`src/rtl/fetch_stage_pkg.sv`:
```
// Shared encodings and types for the instruction-fetch stage.
package fetch_stage_pkg;

  localparam logic [31:0] NOP_INS          = 32'h0000_0000;
  localparam logic [31:0] DEFAULT_RESET_PC = 32'h0000_3000;

  // Contents of the IF/ID pipeline register.
  typedef struct packed {
    logic [31:0] ins;
    logic [31:0] pc;
    logic [31:0] pc_plus4;
    logic        valid;
  } ifid_t;

  localparam ifid_t IFID_BUBBLE = '{
    ins:      NOP_INS,
    pc:       32'h0,
    pc_plus4: 32'h0,
    valid:    1'b0
  };

  // Redirect and prediction targets are always word aligned.
  function automatic logic [31:0] align_word(input logic [31:0] addr);
    return {addr[31:2], 2'b00};
  endfunction

endpackage

```
`src/rtl/fetch_stage_if.sv`:
```
// Hazard-unit controls, instruction-memory port and IF/ID outputs of the fetch stage.
interface fetch_stage_if;
  logic        PCWr;
  logic        IFIDWr;
  logic        IFIDRst;
  logic        NPCSrc;
  logic [31:0] NPC;
  logic        predict_signal;
  logic [31:0] PredTarget;
  logic [31:0] imem_rdata;
  logic [31:0] imem_addr;
  logic [31:0] PC;
  logic [31:0] IFIDIns;
  logic [31:0] IFIDPC;
  logic [31:0] IFIDPCPLUS4;
  logic        IFIDValid;

  // The fetch stage itself.
  modport master (
    input  PCWr, IFIDWr, IFIDRst, NPCSrc, NPC, predict_signal, PredTarget, imem_rdata,
    output imem_addr, PC, IFIDIns, IFIDPC, IFIDPCPLUS4, IFIDValid
  );

  // Hazard unit, instruction memory and decode stage seen together.
  modport slave (
    output PCWr, IFIDWr, IFIDRst, NPCSrc, NPC, predict_signal, PredTarget, imem_rdata,
    input  imem_addr, PC, IFIDIns, IFIDPC, IFIDPCPLUS4, IFIDValid
  );
endinterface

```
`src/rtl/fetch_stage_ifid_reg.sv`:
```
// IF/ID pipeline register: reset beats flush, flush beats write, otherwise hold.
module ifid_reg
  import fetch_stage_pkg::*;
(
  input  logic  clk,
  input  logic  rstn,
  input  logic  flush,
  input  logic  wr_en,
  input  ifid_t d,
  output ifid_t q
);

  // Load a bubble on reset or flush, capture the fetched word when enabled.
  // NOTE: sequential state uses non-blocking assignments so every register samples pre-edge values.
  always_ff @(posedge clk) begin
    if (!rstn) begin
      q <= IFID_BUBBLE;
    end else if (flush) begin
      q <= IFID_BUBBLE;
    end else if (wr_en) begin
      q <= d;
    end
  end

endmodule

```
`src/rtl/fetch_stage.sv`:
```
// Instruction-fetch stage: PC, next-PC selection, redirect held across stalls,
// IF/ID register and saturating stall/flush counters.
module fetch_stage
  import fetch_stage_pkg::*;
#(
  parameter logic [31:0] RESET_PC = DEFAULT_RESET_PC,
  parameter int          CNT_W    = 32
) (
  input  logic               clk,
  input  logic               rstn,
  fetch_stage_if.master      bus,
  output logic [CNT_W-1:0]   stall_cnt,
  output logic [CNT_W-1:0]   flush_cnt
);

  localparam logic [CNT_W-1:0] CNT_ONE = CNT_W'(1);

  logic [31:0] pc_q;
  logic [31:0] pc_plus4;
  logic [31:0] next_pc;
  logic        pend_valid;
  logic [31:0] pend_pc;
  ifid_t       ifid_d;
  ifid_t       ifid_q;

  // Next-PC priority: live redirect, held redirect, prediction, sequential.
  // NOTE: every always_comb output gets a default first so no path can infer a latch.
  always_comb begin
    pc_plus4 = pc_q + 32'd4;
    next_pc  = pc_plus4;
    if (bus.NPCSrc) begin
      next_pc = align_word(bus.NPC);
    end else if (pend_valid) begin
      next_pc = pend_pc;
    end else if (bus.predict_signal) begin
      next_pc = align_word(bus.PredTarget);
    end
  end

  // PC register; a redirect seen while stalled is parked until the PC moves.
  always_ff @(posedge clk) begin
    if (!rstn) begin
      pc_q       <= RESET_PC;
      pend_valid <= 1'b0;
      pend_pc    <= 32'h0;
    end else if (bus.PCWr) begin
      pc_q       <= next_pc;
      pend_valid <= 1'b0;
    end else if (bus.NPCSrc) begin
      pend_pc    <= align_word(bus.NPC);
      pend_valid <= 1'b1;
    end
  end

  // Performance counters stop at all-ones instead of wrapping.
  always_ff @(posedge clk) begin
    if (!rstn) begin
      stall_cnt <= '0;
      flush_cnt <= '0;
    end else begin
      if (!bus.PCWr && !(&stall_cnt)) begin
        stall_cnt <= stall_cnt + CNT_ONE;
      end
      if (bus.IFIDRst && !(&flush_cnt)) begin
        flush_cnt <= flush_cnt + CNT_ONE;
      end
    end
  end

  assign ifid_d = '{ins: bus.imem_rdata, pc: pc_q, pc_plus4: pc_plus4, valid: 1'b1};

  ifid_reg u_ifid_reg (
    .clk   (clk),
    .rstn  (rstn),
    .flush (bus.IFIDRst),
    .wr_en (bus.IFIDWr),
    .d     (ifid_d),
    .q     (ifid_q)
  );

  assign bus.imem_addr   = pc_q;
  assign bus.PC          = pc_q;
  assign bus.IFIDIns     = ifid_q.ins;
  assign bus.IFIDPC      = ifid_q.pc;
  assign bus.IFIDPCPLUS4 = ifid_q.pc_plus4;
  assign bus.IFIDValid   = ifid_q.valid;

endmodule

```
`src/flat_wrapper.sv`:
```
// flat-port wrapper written by rule: the top's interface ports become plain ports
module fetch_stage_flat import fetch_stage_pkg::*;
#(
  parameter logic [31:0] RESET_PC = DEFAULT_RESET_PC,
  parameter int          CNT_W    = 32
)
  (clk, rstn, stall_cnt, flush_cnt, bus_PCWr, bus_IFIDWr, bus_IFIDRst, bus_NPCSrc, bus_NPC, bus_predict_signal, bus_PredTarget, bus_imem_rdata, bus_imem_addr, bus_PC, bus_IFIDIns, bus_IFIDPC, bus_IFIDPCPLUS4, bus_IFIDValid);
  fetch_stage_if bus_i ();
  input  logic clk;
  input  logic rstn;
  output logic [CNT_W-1:0] stall_cnt;
  output logic [CNT_W-1:0] flush_cnt;
  input wire logic [$bits(bus_i.PCWr)-1:0] bus_PCWr;
  input wire logic [$bits(bus_i.IFIDWr)-1:0] bus_IFIDWr;
  input wire logic [$bits(bus_i.IFIDRst)-1:0] bus_IFIDRst;
  input wire logic [$bits(bus_i.NPCSrc)-1:0] bus_NPCSrc;
  input wire logic [$bits(bus_i.NPC)-1:0] bus_NPC;
  input wire logic [$bits(bus_i.predict_signal)-1:0] bus_predict_signal;
  input wire logic [$bits(bus_i.PredTarget)-1:0] bus_PredTarget;
  input wire logic [$bits(bus_i.imem_rdata)-1:0] bus_imem_rdata;
  output wire logic [$bits(bus_i.imem_addr)-1:0] bus_imem_addr;
  output wire logic [$bits(bus_i.PC)-1:0] bus_PC;
  output wire logic [$bits(bus_i.IFIDIns)-1:0] bus_IFIDIns;
  output wire logic [$bits(bus_i.IFIDPC)-1:0] bus_IFIDPC;
  output wire logic [$bits(bus_i.IFIDPCPLUS4)-1:0] bus_IFIDPCPLUS4;
  output wire logic [$bits(bus_i.IFIDValid)-1:0] bus_IFIDValid;
  assign bus_i.PCWr = bus_PCWr;
  assign bus_i.IFIDWr = bus_IFIDWr;
  assign bus_i.IFIDRst = bus_IFIDRst;
  assign bus_i.NPCSrc = bus_NPCSrc;
  assign bus_i.NPC = bus_NPC;
  assign bus_i.predict_signal = bus_predict_signal;
  assign bus_i.PredTarget = bus_PredTarget;
  assign bus_i.imem_rdata = bus_imem_rdata;
  assign bus_imem_addr = bus_i.imem_addr;
  assign bus_PC = bus_i.PC;
  assign bus_IFIDIns = bus_i.IFIDIns;
  assign bus_IFIDPC = bus_i.IFIDPC;
  assign bus_IFIDPCPLUS4 = bus_i.IFIDPCPLUS4;
  assign bus_IFIDValid = bus_i.IFIDValid;
  fetch_stage #(.RESET_PC(RESET_PC), .CNT_W(CNT_W)) u_core (.clk(clk), .rstn(rstn), .bus(bus_i), .stall_cnt(stall_cnt), .flush_cnt(flush_cnt));
endmodule
```
`config.mk`:
```
export PLATFORM = sky130hd
export DESIGN_NAME = fetch_stage_flat
export DESIGN_NICKNAME = d
export VERILOG_FILES = /design/src/rtl/fetch_stage_pkg.sv /design/src/rtl/fetch_stage_if.sv /design/src/rtl/fetch_stage_ifid_reg.sv /design/src/rtl/fetch_stage.sv /design/src/flat_wrapper.sv
export SDC_FILE = /design/constraint.sdc
export NUM_CORES = 1
export LEC_CHECK = 0
export ABC_AREA = 1
export CORE_MARGIN = 2
export CORE_UTILIZATION = 30
export DETAILED_ROUTE_END_ITERATION = 16
export GPL_ROUTABILITY_DRIVEN = 0
export SLEW_MARGIN = 20
export SYNTH_ARGS = -nofsm -noshare
export SYNTH_HDL_FRONTEND = slang
export SYNTH_SLANG_ARGS = --single-unit
```
`constraint.sdc`:
```
create_clock -name clk -period 2.8 [get_ports clk]
set_clock_uncertainty 0.2 [all_clocks]
set_input_delay 0.84 -clock clk [delete_from_list [all_inputs] [get_ports clk]]
set_output_delay 0.84 -clock clk [all_outputs]
set_load 0.05 [all_outputs]
```
==> results_dict.tcl <==
set metrics [dict create \
    die-area_sq_um 39300 \
    final_common_cell "nand2_1" \
    seqCellArea_sq_um 4360 \
    clk_pin_slew_worst_paths_ns 0.06 \
    crit_family "buffers and inverters" \
    syn_to_final_growth_pct 39.3 \
    first_global_vias 11362 \
    cts_tree "yes" \
    start_util 0.302 \
    numPortBuffers 315 \
    fmax_ghz 0.360 \
    hold_start "u_core.u_ifid_reg.q[87]" \
    rsz0062_at_grt "false" \
    cts_hold_buf 0 \
    path_class "reg -> out" \
    slowest_delay_ns 0.82 \
    syn_inst 1743 \
    rows 71 \
    yosysTopAreaCell "dfxtp_1" \
    mostFrequentLayoutCells "nand2_1, nor2_1, dfxtp_1, a21oi_1, inv_1" \
    internal_power_uw 5610 \
    viasPerCell 4.79 \
    ant_nets 0 \
    worst-path-buf-inv 1 \
    wl_met3_mm 3.53 \
    yosysSeqAreaShare 0.386 \
    finalHoldViolCount 0 \
    min_period_ns 2.77 \
    clock_sinks 218 \
    ys_ff_latch 218 \
    report.final.slew_viol_count 0 \
    grtUsageTotal 0.208 \
    p_switching_uw 2490 \
    fillers 3898 \
    wire_per_inst_um 16.5 \
    setup_viol 0 \
    swShare 0.307 \
    start_kind "flip-flop" \
    syn_area_sq_um 11300 \
    end_kind "output pin" \
    worstMarginPinSlew_ns 0.593 \
    r2r_cells 12 \
    io_pins 328 \
    cp.required_ns 1.76 \
    leakagePower_uw 0.00737 \
    crit_fanout 2 \
    via_count 12291 \
    post_cts_buffers 0 \
    drive_above_1_share 0.0756 \
    die_y_um 198 \
    hold_depth 2 \
    finalPower_uw 8090 \
    seqPwrFrac 0.412 \
    grt_remaining_overflow 0 \
    timing.reg2reg.setup_slack_ns 0.23 \
    synth_top_area_frac 0.386 \
    synth_warnings 0 \
    arrival_ns 1.73 \
    p_comb_frac 0.171 \
    power_density_nw_per_um2 514 \
    relSlewSlack 0.604 \
    status "complete, no violations" \
    path_cells "clkdlybuf4s50_1" \
    multi_input_area_sq_um 5770 \
    postCtsResizedCells 109 \
    synth_area_leaders "dfxtp_1, nand2_1, a21oi_1, nor2_1, inv_1" \
    met2WireLength_mm 20.2 \
    hold_ws_ns 0.256 \
    clkPwrFrac 0.416 \
    final_core_util 0.421 \
    ctsHtreeMaxLevel 1 \
    num-nets-final 2138 \
    top_layer "met5" \
    finalCritPeriodShare 0.991 \
    drt_iter0_drc 866 \
    hold_class "reg -> reg" \
    root_buffer "clkbuf_16" \
    clkLatencyLatePin_ns 0.56 \
    reg2reg_from "u_core.bus.PC[3]" \
    avgSynthCellArea_sq_um 6.49 \
    fin_cells 2567 \
    synthDistinctLibCells 38 \
    crit-reg2reg-capture "u_core.bus.PC[26]" \
    finalSetupTns_ns 0 \
    die_x_um 198 \
    wl_met1_mm 17.2 \
    crit_slowest_cell "clkdlybuf4s50_1" \
    grt_pass1_wl_mm 63.8 \
    antenna_found_initial 11 \
    cap_violations 0 \
    cts_buffer_depth 3 \
    drt-total-wl_mm 42.2 \
    grt_max_degree 61 \
    cts_made_buffers 27 \
    hpwl_mm 31.9 \
    coreArea_sq_um 37400 \
    first_pass_iters 8 \
    dpl.cell_count 2514 \
    ir_worst_vdd_v 0.000432 \
    drc 0 \
    worstHoldEndpoint "u_core.u_ifid_reg.q[87]" \
]
## cell type report
class | count | area share
inverters | 146 | 0.0349
clock buffers | 39 | 0.0496
well taps | 511 | 0.0406
multi-input cells | 1270 | 0.366
diodes | 5 | 0.000794
clock inverters | 9 | 0.00445
repair buffers | 369 | 0.226
flip-flops and latches | 218 | 0.277
## worst max-delay path by stage
stage	from	endpoint	slack, ns	cells after the start
floorplan	u_core.flush_cnt[1]	u_core.flush_cnt[8]	0.49	11
global placement	rstn	u_core.u_ifid_reg.q[5]	0.08	8
detailed placement	rstn	u_core.u_ifid_reg.q[7]	0.05	8
CTS	u_core.u_ifid_reg.q[45]	bus_IFIDPC[12]	0.0002	1
global route	u_core.u_ifid_reg.q[70]	bus_IFIDIns[5]	0.001	1
finish	u_core.stall_cnt[18]	stall_cnt[18]	0.03	1
## state kept, by name (all words and copies together) (netlist names)
register	count
u_core.flush_cnt	32
u_core.u_ifid_reg.q	93
u_core.bus.PC	30
u_core.stall_cnt	32
u_core.pend_valid	1
u_core.pend_pc	30
## power by group through the flow
stage,Sequential [uW],Combinational (uW),Clock (uW)
floorplan,3660,612,0
global placement,3400,1420,0
detailed placement,3410,1430,0
CTS,3340,1400,3460
global route,3350,1480,3580
finish,3340,1390,3370
## routing by layer
metal,track usage,up-vias
met4,0.0640,14
met2,0.354,484
met1,0.257,5593
met5,0,-
met3,0.0511,87
li1,-,6113
## Yosys cell counts (all sizes together)
master	instances
o21bai	2
buf	59
dfxtp	218
clkbuf	57
or2	3
and2	3
a221oi	2
ha	3
inv	146
conb	1
nor2	230
nand3b	15
o21a	1
o22ai	4
xor2	28
nand2	540
a21oi	196
xnor2	9
nor3	19
o21ai	107
nand4	11
o211ai	16
a211oi	7
nand3	66
## per-stage QoR
step	setup WS, ns	instance area (sq um)
after floorplan	0.493	11300
after global placement	0.0843	14900
after detailed placement	0.0542	14900
after CTS	0.000181	15600
after global routing	0.00122	15700
final	0.0252	15800
## kinds of logic after synthesis
| logic type | count (synthesis) | share of synthesized area |
|---|---|---|
| other | 1 | 0.000332 |
| AOI/OAI and AO/OA | 335 | 0.156 |
| DFF | 218 | 0.386 |
| xor gates and xnor gates | 37 | 0.0287 |
| adders and majority gates | 3 | 0.00332 |
| and+or+nand+nor | 887 | 0.319 |
| buffers and inverters | 262 | 0.107 |
(Power assumes the default switching activity.)
